## src/rtl/numled_scan_ctrl.sv

```systemverilog
// Seven-segment scan controller: arbitrated CPU/debug writes to a double-buffered display value, scan/blink sequencing.
// Grants are combinational (same-cycle); a losing requester sees ready/ack low and holds; disp_data updates at frame_end.
module numled_scan_ctrl #(
    parameter int CLK_DIV      = 50000,
    parameter int BLINK_FRAMES = 64
) (
    input  logic        clk,
    input  logic        rst,
    input  logic        bus_wr_en,
    input  logic        bus_rd_en,
    input  logic [1:0]  bus_addr,
    input  logic [3:0]  bus_be,
    input  logic [31:0] bus_wdata,
    output logic [31:0] bus_rdata,
    output logic        bus_ready,
    input  logic        dbg_valid,
    input  logic [31:0] dbg_data,
    output logic        dbg_ack,
    output logic [31:0] disp_data,
    output logic        disp_light,
    output logic        scan_tick
);

    localparam int PW = (CLK_DIV > 1) ? $clog2(CLK_DIV) : 1;
    localparam int BW = (BLINK_FRAMES > 1) ? $clog2(BLINK_FRAMES) : 1;
    localparam logic [PW-1:0] PRESC_MAX = PW'(CLK_DIV - 1);
    localparam logic [BW-1:0] BLINK_MAX = BW'(BLINK_FRAMES - 1);

    typedef enum logic [1:0] {
        OFF   = 2'd0,
        SCAN  = 2'd1,
        BLANK = 2'd2
    } state_t;

    typedef struct packed {
        logic freeze;
        logic dbg_en;
        logic blink;
        logic enable;
    } ctrl_t;

    state_t        state;
    ctrl_t         ctrl;
    logic [31:0]   shadow;
    logic          prio_dbg;
    logic [PW-1:0] presc;
    logic [2:0]    digit;
    logic [BW-1:0] blink_cnt;

    logic cpu_sh_req, dbg_elig, cpu_win, dbg_win;
    logic run, tick_nxt, frame_end, blink_exp;

    always_comb begin
        cpu_sh_req = bus_wr_en && (bus_addr == 2'd0);
        dbg_elig   = dbg_valid && ctrl.dbg_en && !ctrl.freeze;
        cpu_win    = cpu_sh_req && (!dbg_elig || !prio_dbg);
        dbg_win    = dbg_elig && (!cpu_sh_req || prio_dbg);
        // Grants are forced low while reset is asserted so an in-flight request is aborted.
        bus_ready  = !rst && (bus_wr_en ? ((bus_addr != 2'd0) || cpu_win) : bus_rd_en);
        dbg_ack    = !rst && dbg_win;

        run       = (state != OFF) && ctrl.enable;
        tick_nxt  = run && (presc == PRESC_MAX);
        frame_end = scan_tick && (digit == 3'd7);
        blink_exp = frame_end && (blink_cnt == BLINK_MAX);
    end

    always_comb begin
        bus_rdata = 32'd0;
        case (bus_addr)
            2'd0: bus_rdata = shadow;
            2'd1: bus_rdata = {28'd0, ctrl};
            2'd2: bus_rdata = disp_data;
            2'd3: bus_rdata = {27'd0, state, digit};
            default: bus_rdata = 32'd0;
        endcase
    end

    always_ff @(posedge clk or posedge rst) begin
        if (rst) begin
            ctrl      <= '0;
            shadow    <= 32'd0;
            prio_dbg  <= 1'b0;
            disp_data <= 32'd0;
            presc     <= '0;
            digit     <= 3'd0;
            scan_tick <= 1'b0;
            blink_cnt <= '0;
        end else begin
            if (bus_wr_en && (bus_addr == 2'd1) && bus_be[0])
                ctrl <= ctrl_t'(bus_wdata[3:0]);

            if (cpu_win) begin
                for (int i = 0; i < 4; i++)
                    if (bus_be[i])
                        shadow[8*i +: 8] <= bus_wdata[8*i +: 8];
            end else if (dbg_win) begin
                shadow <= dbg_data;
            end

            // Priority passes to the loser of a conflict so neither side can starve.
            if (cpu_sh_req && dbg_elig)
                prio_dbg <= !prio_dbg;

            scan_tick <= tick_nxt;
            if (!run) begin
                presc <= '0;
                digit <= 3'd0;
            end else begin
                presc <= (presc == PRESC_MAX) ? '0 : presc + PW'(1);
                if (scan_tick)
                    digit <= digit + 3'd1;
            end

            if (!run || !ctrl.blink)
                blink_cnt <= '0;
            else if (frame_end)
                blink_cnt <= blink_exp ? '0 : blink_cnt + BW'(1);

            // Old shadow is sampled here, so a write in the frame_end cycle waits a frame.
            if ((state == OFF) || frame_end)
                disp_data <= shadow;
        end
    end

    always_ff @(posedge clk or posedge rst) begin
        if (rst) begin
            state      <= OFF;
            disp_light <= 1'b0;
        end else if (!ctrl.enable) begin
            state      <= OFF;
            disp_light <= 1'b0;
        end else begin
            case (state)
                OFF: begin
                    state      <= SCAN;
                    disp_light <= 1'b1;
                end
                SCAN: begin
                    if (ctrl.blink && blink_exp) begin
                        state      <= BLANK;
                        disp_light <= 1'b0;
                    end else begin
                        disp_light <= 1'b1;
                    end
                end
                BLANK: begin
                    if (!ctrl.blink || blink_exp) begin
                        state      <= SCAN;
                        disp_light <= 1'b1;
                    end else begin
                        disp_light <= 1'b0;
                    end
                end
                default: begin
                    state      <= OFF;
                    disp_light <= 1'b0;
                end
            endcase
        end
    end

endmodule

```

## config.mk

```make
export PLATFORM = sky130hd
export DESIGN_NAME = numled_scan_ctrl
export DESIGN_NICKNAME = d
export VERILOG_FILES = /design/src/rtl/numled_scan_ctrl.sv
export SDC_FILE = /design/constraint.sdc
export NUM_CORES = 1
export LEC_CHECK = 0
export ABC_AREA = 1
export BUFFER_PORTS_ARGS = -buffer_cell sky130_fd_sc_hd__buf_2
export CORE_AREA = 2 2 92 129
export CTS_CLUSTER_DIAMETER = 150
export CTS_CLUSTER_SIZE = 24
export DETAILED_ROUTE_END_ITERATION = 8
export DIE_AREA = 0 0 94 131
export HOLD_SLACK_MARGIN = 0.05
export PLACE_DENSITY_LB_ADDON = 0.25
export SLEW_MARGIN = 10
export SYNTH_ARGS = -nofsm -noshare
export SYNTH_HDL_FRONTEND = slang
export SYNTH_SLANG_ARGS = --single-unit
```

## constraint.sdc

```tcl
create_clock -name clk -period 2.65 [get_ports clk]
set_input_delay 0 -clock clk [delete_from_list [all_inputs] [get_ports clk]]
set_output_delay 0 -clock clk [all_outputs]
set_load 0.01 [all_outputs]
```

==> Word level (Yosys, flattened, before mapping) <==
Index checks and enable logic that the tools add are counted.
{ "op_classes": {"n_addsub": 3, "n_eq_ne": 15, "muxes": 23, "reduce_logical": 39} }
{ "op_table": {"columns": ["operator", "n"], "rows": [
  ["$pmux 32 s4", 1],
  ["$mux 32", 2],
  ["$mux 16", 2],
  ["$mux 8", 4],
  ["$mux 6", 3],
  ["$add 16x1->16 const B", 1],
  ["$eq 16x16->1 const B", 1],
  ["$logic_and 1x1->1", 15],
  ["$ne 2x2->1 const B", 5],
  ["$reduce_and 2->1", 5],
  ["$reduce_bool 2->1", 4],
  ["$logic_not 1->1", 7],
  ["$add 6x1->6 const B", 1],
  ["$eq 2x2->1 const B", 3],
  ["$eq 6x6->1 const B", 1],
  ["$logic_or 1x1->1", 6],
  ["$mux 2", 3],
  ["$mux 3", 2],
  ["$ne 3x3->1 const B", 2],
  ["$pmux 2 s3", 1],
  ["$eq 2x1->1 const B", 2],
  ["$logic_not 2->1", 2],
  ["$mux 1", 4],
  ["$add 3x1->3 const B", 1],
  ["other kinds (2)", 2]
]} }
{ "totals": {"regBits": 98, "wordCells": 96, "out_inout_bits": 68} }

==> Logic depth before layout (Yosys ltp) <==
Gate-level depths: netlist (run 1).
{ "depth": {"ltp_word": 8, "depth_mapped": 9} }

==> Least setup slack after synthesis (run 1) <==
OpenSTA, ideal clock, no wires.
{ "synth_timing": {"path_kind": "input to output", "start": "in rst", "end": "out bus_ready", "required_time_ns": 2.650, "path_buffers": 0, "setup_slack_ns": -0.001, "arrival_time_ns": 2.651, "cell_stages": 3, "path_cell_list": "inv_1 -> o21ai_0 -> a21oi_1"} }
{ "synth_via": {"elab_chain_cells": 2} }
{ "synth_lines": {"columns": ["item", "line_no", "rtl"], "rows": [
  ["from (decl)", "8", "input logic rst,"],
  ["$logic_not 1->1 (no line)", null, null],
  ["$logic_and 1x1->1", "59", "bus_ready = !rst && (bus_wr_en ? ((bus_addr != 2'd0) || cpu_win) : bus_rd_en);"],
  ["to (decl)", "15", "output logic bus_ready,"]
]} }
Every way passes these cells.

==> Final worst setup path (run 1) <==
{ "layout_timing": {"start": "reg ctrl[2] (netlist name)", "end": "reg shadow[15]"} }
{ "layout_via": {"elab_chain_cells": 7, "word_cells_on_any_way": 10, "classes_between": "eq/ne (1); mux (1); reduce/logical (8)"} }
{ "layout_lines": {"columns": ["item", "line_no", "rtl"], "rows": [
  ["from (decl)", "43", "ctrl_t ctrl;"],
  ["from (signal assigned)", "91", "ctrl <= ctrl_t'(bus_wdata[3:0]);"],
  ["$logic_and 1x1->1 (*) (2 in a row)", "55", "dbg_elig = dbg_valid && ctrl.dbg_en && !ctrl.freeze;"],
  ["$logic_not 1->1", "56", "cpu_win = cpu_sh_req && (!dbg_elig || !prio_dbg);"],
  ["$logic_or 1x1->1", "56", null],
  ["$logic_and 1x1->1", "56", null],
  ["$ne 2x2->1 (no line) or $reduce_bool 2->1 (tied branches)", null, null],
  ["$reduce_and 2->1 (no line)", null, null],
  ["to (signal, indexed assignment)", "96", "shadow[8*i +: 8] <= bus_wdata[8*i +: 8];"],
  ["to (signal assigned)", "98", "shadow <= dbg_data;"],
  ["to (decl)", "44", "logic [31:0] shadow;"]
]} }
Every way passes the cells marked *; elsewhere a longest branch is shown, timed or not.
A chain may end at the register's enable or synchronous reset.

==> metrics.txt, run 1 <==
hold wc startpoint dbg_valid; Gate power share 31.9%; initial antenna violation count 0; Register Area 0.00245 mm²; Ys Warns 0; H-tree Lvls 3; peak supply drop 442 µV; routed vias/inst 4.94; final antenna-violating net count 0; setup ws final 0.398 ns; RSZ-0062 raised after global routing false; area leader, netlist dfrtp_1; crit end category flop; Fillers 995; Tmin final 2.25 ns; crit-path cells nand2_1, nor2_1, nand2_1, nand2_2, buf_12, or2_0, nand3_1, dlygate4sd3_1, nand2_1; P_int 3.33 mW; Buf/Inv on CP 2; Slew headroom 44.1%; maximum clock rate 444 MHz; I/O pin cnt 143; largest net degree at the start of global routing 60; crit-path most repeated cell nand2_1; Die Wd 94 µm; Reg clk slew, reported paths 0.07 ns; worst setup path start ctrl[2]$_DFFE_PP0P_; Worst Path Required 2.93 ns; CTS Buffer Depth 2; vias in the first global route 5134; Fin Setup TNS 0 ns; most frequent cells in the layout nand2_1 (233), buf_2 (142), inv_1 (102); number of antenna diodes 0; Netlist Area Pre-Place 0.00521 mm²; WS Path Type reg -> reg; measured slew at the worst slew-check pin 0.837 ns; DRC marker count from the first detailed-route iteration 295; status finished, final reports clean; hold buffers post-CTS 68; final WL 14700 µm; Critical Path Start Type flop; synth-to-layout area growth 35.8%; global-route wire length before repair 24300 µm; Initial Util 46.4%; die footprint 0.0123 mm²; synthesized area per cell 7.34 µm²; Routability Congestion 0.843; row cnt 46; clk_lat worst skew 0.34 ns; period utilisation layout 85.0%; NetSw 1.89 mW; final hold violations 0; DP HPWL 10000 µm; CP max stage cell dlygate4sd3_1; via count 5286; DRC 0; layout cell share with drive strength beyond 1 20.0%; EDFF count, synth 0; post-synth top area share 47.1%; skew final 0.00978 ns; Crit path largest cell delay 0.56 ns; Hold Path Class in -> reg; post-CTS sizing 0; TritonCTS clock tree done; Multi-input gate area 0.00227 mm²; number of max-cap violations 0; pwr/cell area 737 mW/mm²; Chip Height 131 µm; Port Buffer Count 142; library cells used by synthesis 30; family with the most delay on the worst path simple AND/OR/NAND/NOR gates; arrival time at the worst endpoint 2.53 ns; reg2reg start ctrl[2]$_DFFE_PP0P_; sequential share of the synthesized area 47.1%; Async SR Flop Fraction 100%; Flop pwr share 44.3%; max-slew violations 0; Mapped Nets 789; synthesized instance count 710; switching share of power 36.2%; Synth area leaders dfrtp_1 (47%), nand2_1 (17%), inv_1 (7.4%); clock power share 23.8%; Initial DRT Pass Iterations 5; DP Worst Slack 0.972 ns; most common cell after layout, fill and taps aside nand2_1; LEAKAGE 3.68 nW; GRT Util Overall 25.2%; maximum fanout along the worst path 36; Layout Nets 999; grt total ovfl 0; TritonCTS Sinks 98; CTS root buf clkbuf_16; postcts setup bufs 0; dominant register cell in the synthesized netlist dfrtp_1; average wire per standard cell 13.8 µm; CTS Buf Count 9; final setup violation count 0; core box area 0.0112 mm²; flops & latches, synth 98
area by class of cell:
class | count | area share [%]
flip-flops and latches | 98 | 34.7
multi-input cells | 486 | 32.1
repair buffers | 217 | 20.9
inverters | 108 | 5.85
clock buffers | 12 | 3.48
well taps | 144 | 2.55
clock inverters | 4 | 0.389
sequential cells by signal, summed over array words and instances (netlist names), 2 cells and up:
register,flops
disp_data,32
state,2
blink_cnt,6
ctrl,4
shadow,32
presc,16
digit,3
metal layers:
layer / share of wire [%] / global-route usage, % / vias up
li1: - / - / 2620
met1: 41 / 30.4 / 2485
met2: 52 / 44.1 / 160
met3: 5.5 / 5.22 / 21
met4: 2.1 / 9.63 / 0
met5: 0 / 0 / -
stage by stage:
stage / power, mW / hold slack, ns / utilization, % / instances / cell area (µm²)
floorplan: 3.17 / 0.0475 / - / 710 / 5220
global placement: 3.86 / 0.218 / 54.5 / 985 / 6120
detailed placement: 3.88 / 0.224 / 54.5 / 985 / 6120
CTS: 5.21 / 0.0823 / 63.0 / 1069 / 7080
global route: 5.59 / 0.129 / 63.0 / 1069 / 7080
finish: 5.22 / 0.0826 / 63.0 / 1069 / 7080
worst paths after layout:
kind,depth (start not counted),slack [ns],endpoint
min in group asynchronous,3,0.36,prio_dbg$_DFFE_PP0P_
hold / removal,4,0.08,prio_dbg$_DFFE_PP0P_
hold reg to reg,2,0.51,shadow[19]$_DFFE_PP0P_
setup / recovery,9,0.40,shadow[15]$_DFFE_PP0P_
max in group asynchronous,4,1.57,shadow[10]$_DFFE_PP0P_
setup reg to reg,9,0.40,shadow[15]$_DFFE_PP0P_
cell families (layout without fill, tap and decap cells):
kind of cell	after synthesis	count (layout)	share of synthesized area, %
multiplexers	5	5	1.08
XOR/XNOR	6	6	1.01
AND/OR/NAND/NOR	391	391	32.2
flip-flops	98	98	47.1
AO/OA/AOI/OAI	80	80	8.31
buffers and inverters	126	341	9.36
adder cells (fa/ha/maj)	4	4	0.960
synthesized netlist by cell type (5+ instances only):
cell type  count
o21ai_0       66
buf_2          8
nor3_1         8
nand3_1       57
nand4_1        6
clkbuf_1       9
or2_0         27
mux2_2         5
nor2_1        50
inv_1        103
dfrtp_1       98
nand2_1      234
worst register-to-register path, stage by stage, from the launching register on:
cell,delay (ns)
dfrtp_1,0.37
nand2_1,0.08
nor2_1,0.20
nand2_1,0.10
nand2_2,0.36
buf_12,0.24
or2_0,0.15
nand3_1,0.08
dlygate4sd3_1,0.56
nand2_1,0.06
power groups by stage:
stage	clock network (mW)	registers (mW)	logic [mW]
CTS	1.25	2.30	1.66
global route	1.33	2.38	1.89
global placement	0	2.33	1.53
detailed placement	0	2.32	1.56
floorplan	0	2.37	0.802
finish	1.24	2.31	1.66
Power figures use the tool's default switching activity.
==> inputs of run 2 (changes only) <==
Clock period 2.65 ns to 2.04 ns, I/O delays scaled along.
==> run 2 against run 1 <==
Net effect: clock skew about the same; via count down 0.59%; sequential power up 31%; routed wire length up 1.8%; combinational power up 31%; setup slack worse by 0.31 ns; die area unchanged; first-iteration DRC count up 14%; maximum frequency up 15%; critical path depth unchanged; final area up 1.2%; cell count about the same; critical endpoint is now shadow[7]$_DFFE_PP0P_; largest cell class unchanged.
==> metrics.txt, run 2 (same netlist as run 1, synthesis figures left out) <==
DP HPWL 9940 µm (was 10000 µm); initial antenna violation count 0 (unchanged); arrival time at the worst endpoint 2.20 ns (was 2.53 ns); via count 5255 (was 5286); DP Worst Slack 0.284 ns (was 0.972 ns); Worst Path Required 2.28 ns (was 2.93 ns); DRC 0 (unchanged); Crit path largest cell delay 0.54 ns (was 0.56 ns); die footprint 0.0123 mm² (unchanged); synth-to-layout area growth 37.4% (was 35.8%); clk_lat worst skew 0.35 ns (was 0.34 ns); row cnt 46 (unchanged); Die Wd 94 µm (unchanged); peak supply drop 576 µV (was 442 µV); most common cell after layout, fill and taps aside nand2_1 (unchanged); fin area 0.00716 mm² (was 0.00708 mm²); largest registers disp_data: 32 flops, shadow: 32 flops, presc: 16 flops (unchanged); period utilisation layout 95.9% (was 85.0%); Fin Setup TNS 0 ns (unchanged); Chip Height 131 µm (unchanged); pwr/cell area 971 mW/mm² (was 737 mW/mm²); CP max stage cell dlygate4sd3_1 (unchanged); routed vias/inst 4.91 (was 4.94); NetSw 2.46 mW (was 1.89 mW); grt total ovfl 0 (unchanged); FF-to-FF End shadow[7]$_DFFE_PP0P_ (was shadow[15]$_DFFE_PP0P_); CTS root buf clkbuf_16 (unchanged); crit path capture shadow[7]$_DFFE_PP0P_ (was shadow[15]$_DFFE_PP0P_); number of max-cap violations 0 (unchanged); I/O pin cnt 143 (unchanged); status finished, final reports clean (unchanged); Flop pwr share 43.4% (was 44.3%); reg-to-reg slack, setup 0.08 ns (was 0.40 ns); crit-path cells nand2_2, nor2_2, nand2_2, nand2_4, clkbuf_16, or2_2, nand3_1, dlygate4sd3_1, nand2_1 (was nand2_1, nor2_1, nand2_1, nand2_2, buf_12, or2_0, nand3_1, dlygate4sd3_1, nand2_1); LEAKAGE 3.73 nW (was 3.68 nW); final hold violations 0 (unchanged); Port Buffer Count 142 (unchanged); WS Path Type reg -> reg (unchanged); max-slew violations 0 (unchanged); P_int 4.49 mW (was 3.33 mW); maximum fanout along the worst path 15 (was 36); Routability Congestion 0.920 (was 0.843); cells on worst reg2reg path 9 (unchanged); switching share of power 35.4% (was 36.2%); Initial DRT Pass Iterations 5 (unchanged); Initial Util 46.4% (unchanged); measured slew at the worst slew-check pin 0.478 ns (was 0.837 ns); global-route wire length before repair 23900 µm (was 24300 µm); clock power share 25.4% (was 23.8%); setup ws final 0.0834 ns (was 0.398 ns); CTS Buffer Depth 2 (unchanged); final antenna-violating net count 0 (unchanged); GRT Util Overall 24.7% (was 25.2%); vias in the first global route 5130 (was 5134); average wire per standard cell 14.0 µm (was 13.8 µm); crit-path most repeated cell nand2_2 (was nand2_1); DRC marker count from the first detailed-route iteration 335 (was 295); Reg clk slew, reported paths 0.07 ns (about the same); Slew headroom 68.1% (was 44.1%); area post-placement 0.00609 mm² (was 0.00612 mm²); Layout Nets 1000 (was 999); Tmin final 1.96 ns (was 2.25 ns); crit end category flop (unchanged); final WL 15000 µm (was 14700 µm); layout cell share with drive strength beyond 1 20.7% (was 20.0%); H-tree Lvls 3 (unchanged); Total Power 6.95 mW (was 5.22 mW); number of antenna diodes 0 (unchanged); TritonCTS clock tree done (unchanged); core box area 0.0112 mm² (unchanged); worst setup path start ctrl[2]$_DFFE_PP0P_ (unchanged); RSZ-0062 raised after global routing false (unchanged); largest net degree at the start of global routing 84 (was 60); most frequent cells in the layout nand2_1 (231), buf_2 (142), inv_1 (102) (was nand2_1 (233), buf_2 (142), inv_1 (102)); final setup violation count 0 (unchanged); skew final 0.0103 ns (was 0.00978 ns); maximum clock rate 511 MHz (was 444 MHz); reg2reg start ctrl[2]$_DFFE_PP0P_ (unchanged); TritonCTS Sinks 98 (unchanged); CTS Buf Count 9 (unchanged); Hold Path Class in -> reg (unchanged); final core utilization 63.8% (was 63.0%); Critical Path Start Type flop (unchanged); Gate power share 31.1% (was 31.9%)
==> run 2: per-stage QoR <==
step / instances / hold slack, ns
4_1_cts: 1066 / 0.0695
6_report: 1070 / 0.0683
3_5_place_dp: 983 / 0.0236
5_1_grt: 1070 / 0.0932
2_1_floorplan: 710 / 0.0475
3_3_place_gp: 983 / 0.0223
==> run 2: worst min path at each step <==
stage / start / depth (start not counted) / slack (ns) / to
2_1_floorplan: rst / 1 / 0.05 / dbg_ack
3_3_place_gp: rst / 2 / 0.02 / disp_data[7]$_DFFE_PP0P_
3_5_place_dp: rst / 2 / 0.02 / disp_data[7]$_DFFE_PP0P_
4_1_cts: dbg_valid / 4 / 0.07 / prio_dbg$_DFFE_PP0P_
5_1_grt: dbg_valid / 4 / 0.09 / prio_dbg$_DFFE_PP0P_
6_report: dbg_valid / 4 / 0.07 / prio_dbg$_DFFE_PP0P_
==> run 2: power groups by stage <==
stage / Clock, mW / Sequential (mW) / Combinational, mW
floorplan: 0 / 3.08 / 1.04
global placement: 0 / 3.04 / 1.94
detailed placement: 0 / 3.03 / 2.01
CTS: 1.79 / 3.01 / 2.14
global route: 1.87 / 3.10 / 2.46
finish: 1.77 / 3.02 / 2.17
==> run 2: critical path, delay by kind of cell, from the launching register on <==
kind	cells	cell delay [ns]
buffers and inverters	2	0.74
AND/OR/NAND/NOR	7	0.73
flip-flops	1	0.40
==> run 2: per-layer routing <==
metal / track usage, % / vias up / share of wire, % / wire length (µm)
met4: 8.70 / 0 / 1.6 / 233
met1: 29.0 / 2474 / 41 / 6130
met5: 0 / - / 0 / 0
met2: 45.0 / 137 / 53 / 7910
li1: - / 2628 / - / -
met3: 4.64 / 16 / 4.9 / 742
==> run 2: layout make-up <==
type	instances	area [µm²]
fillers	1019	4070
flip-flops and latches	98	2450
multi-input cells	486	2290
repair buffers	218	1510
inverters	108	414
clock buffers	11	253
well taps	144	180
clock inverters	5	60.1
==> run 2: timing repair <==
action	CTS	global route
gates resized for setup	0	4
hold buffers	67	0
hold endpoints to repair	51	0
endpoints found under the setup margin	0	30
buffers inserted	0	1
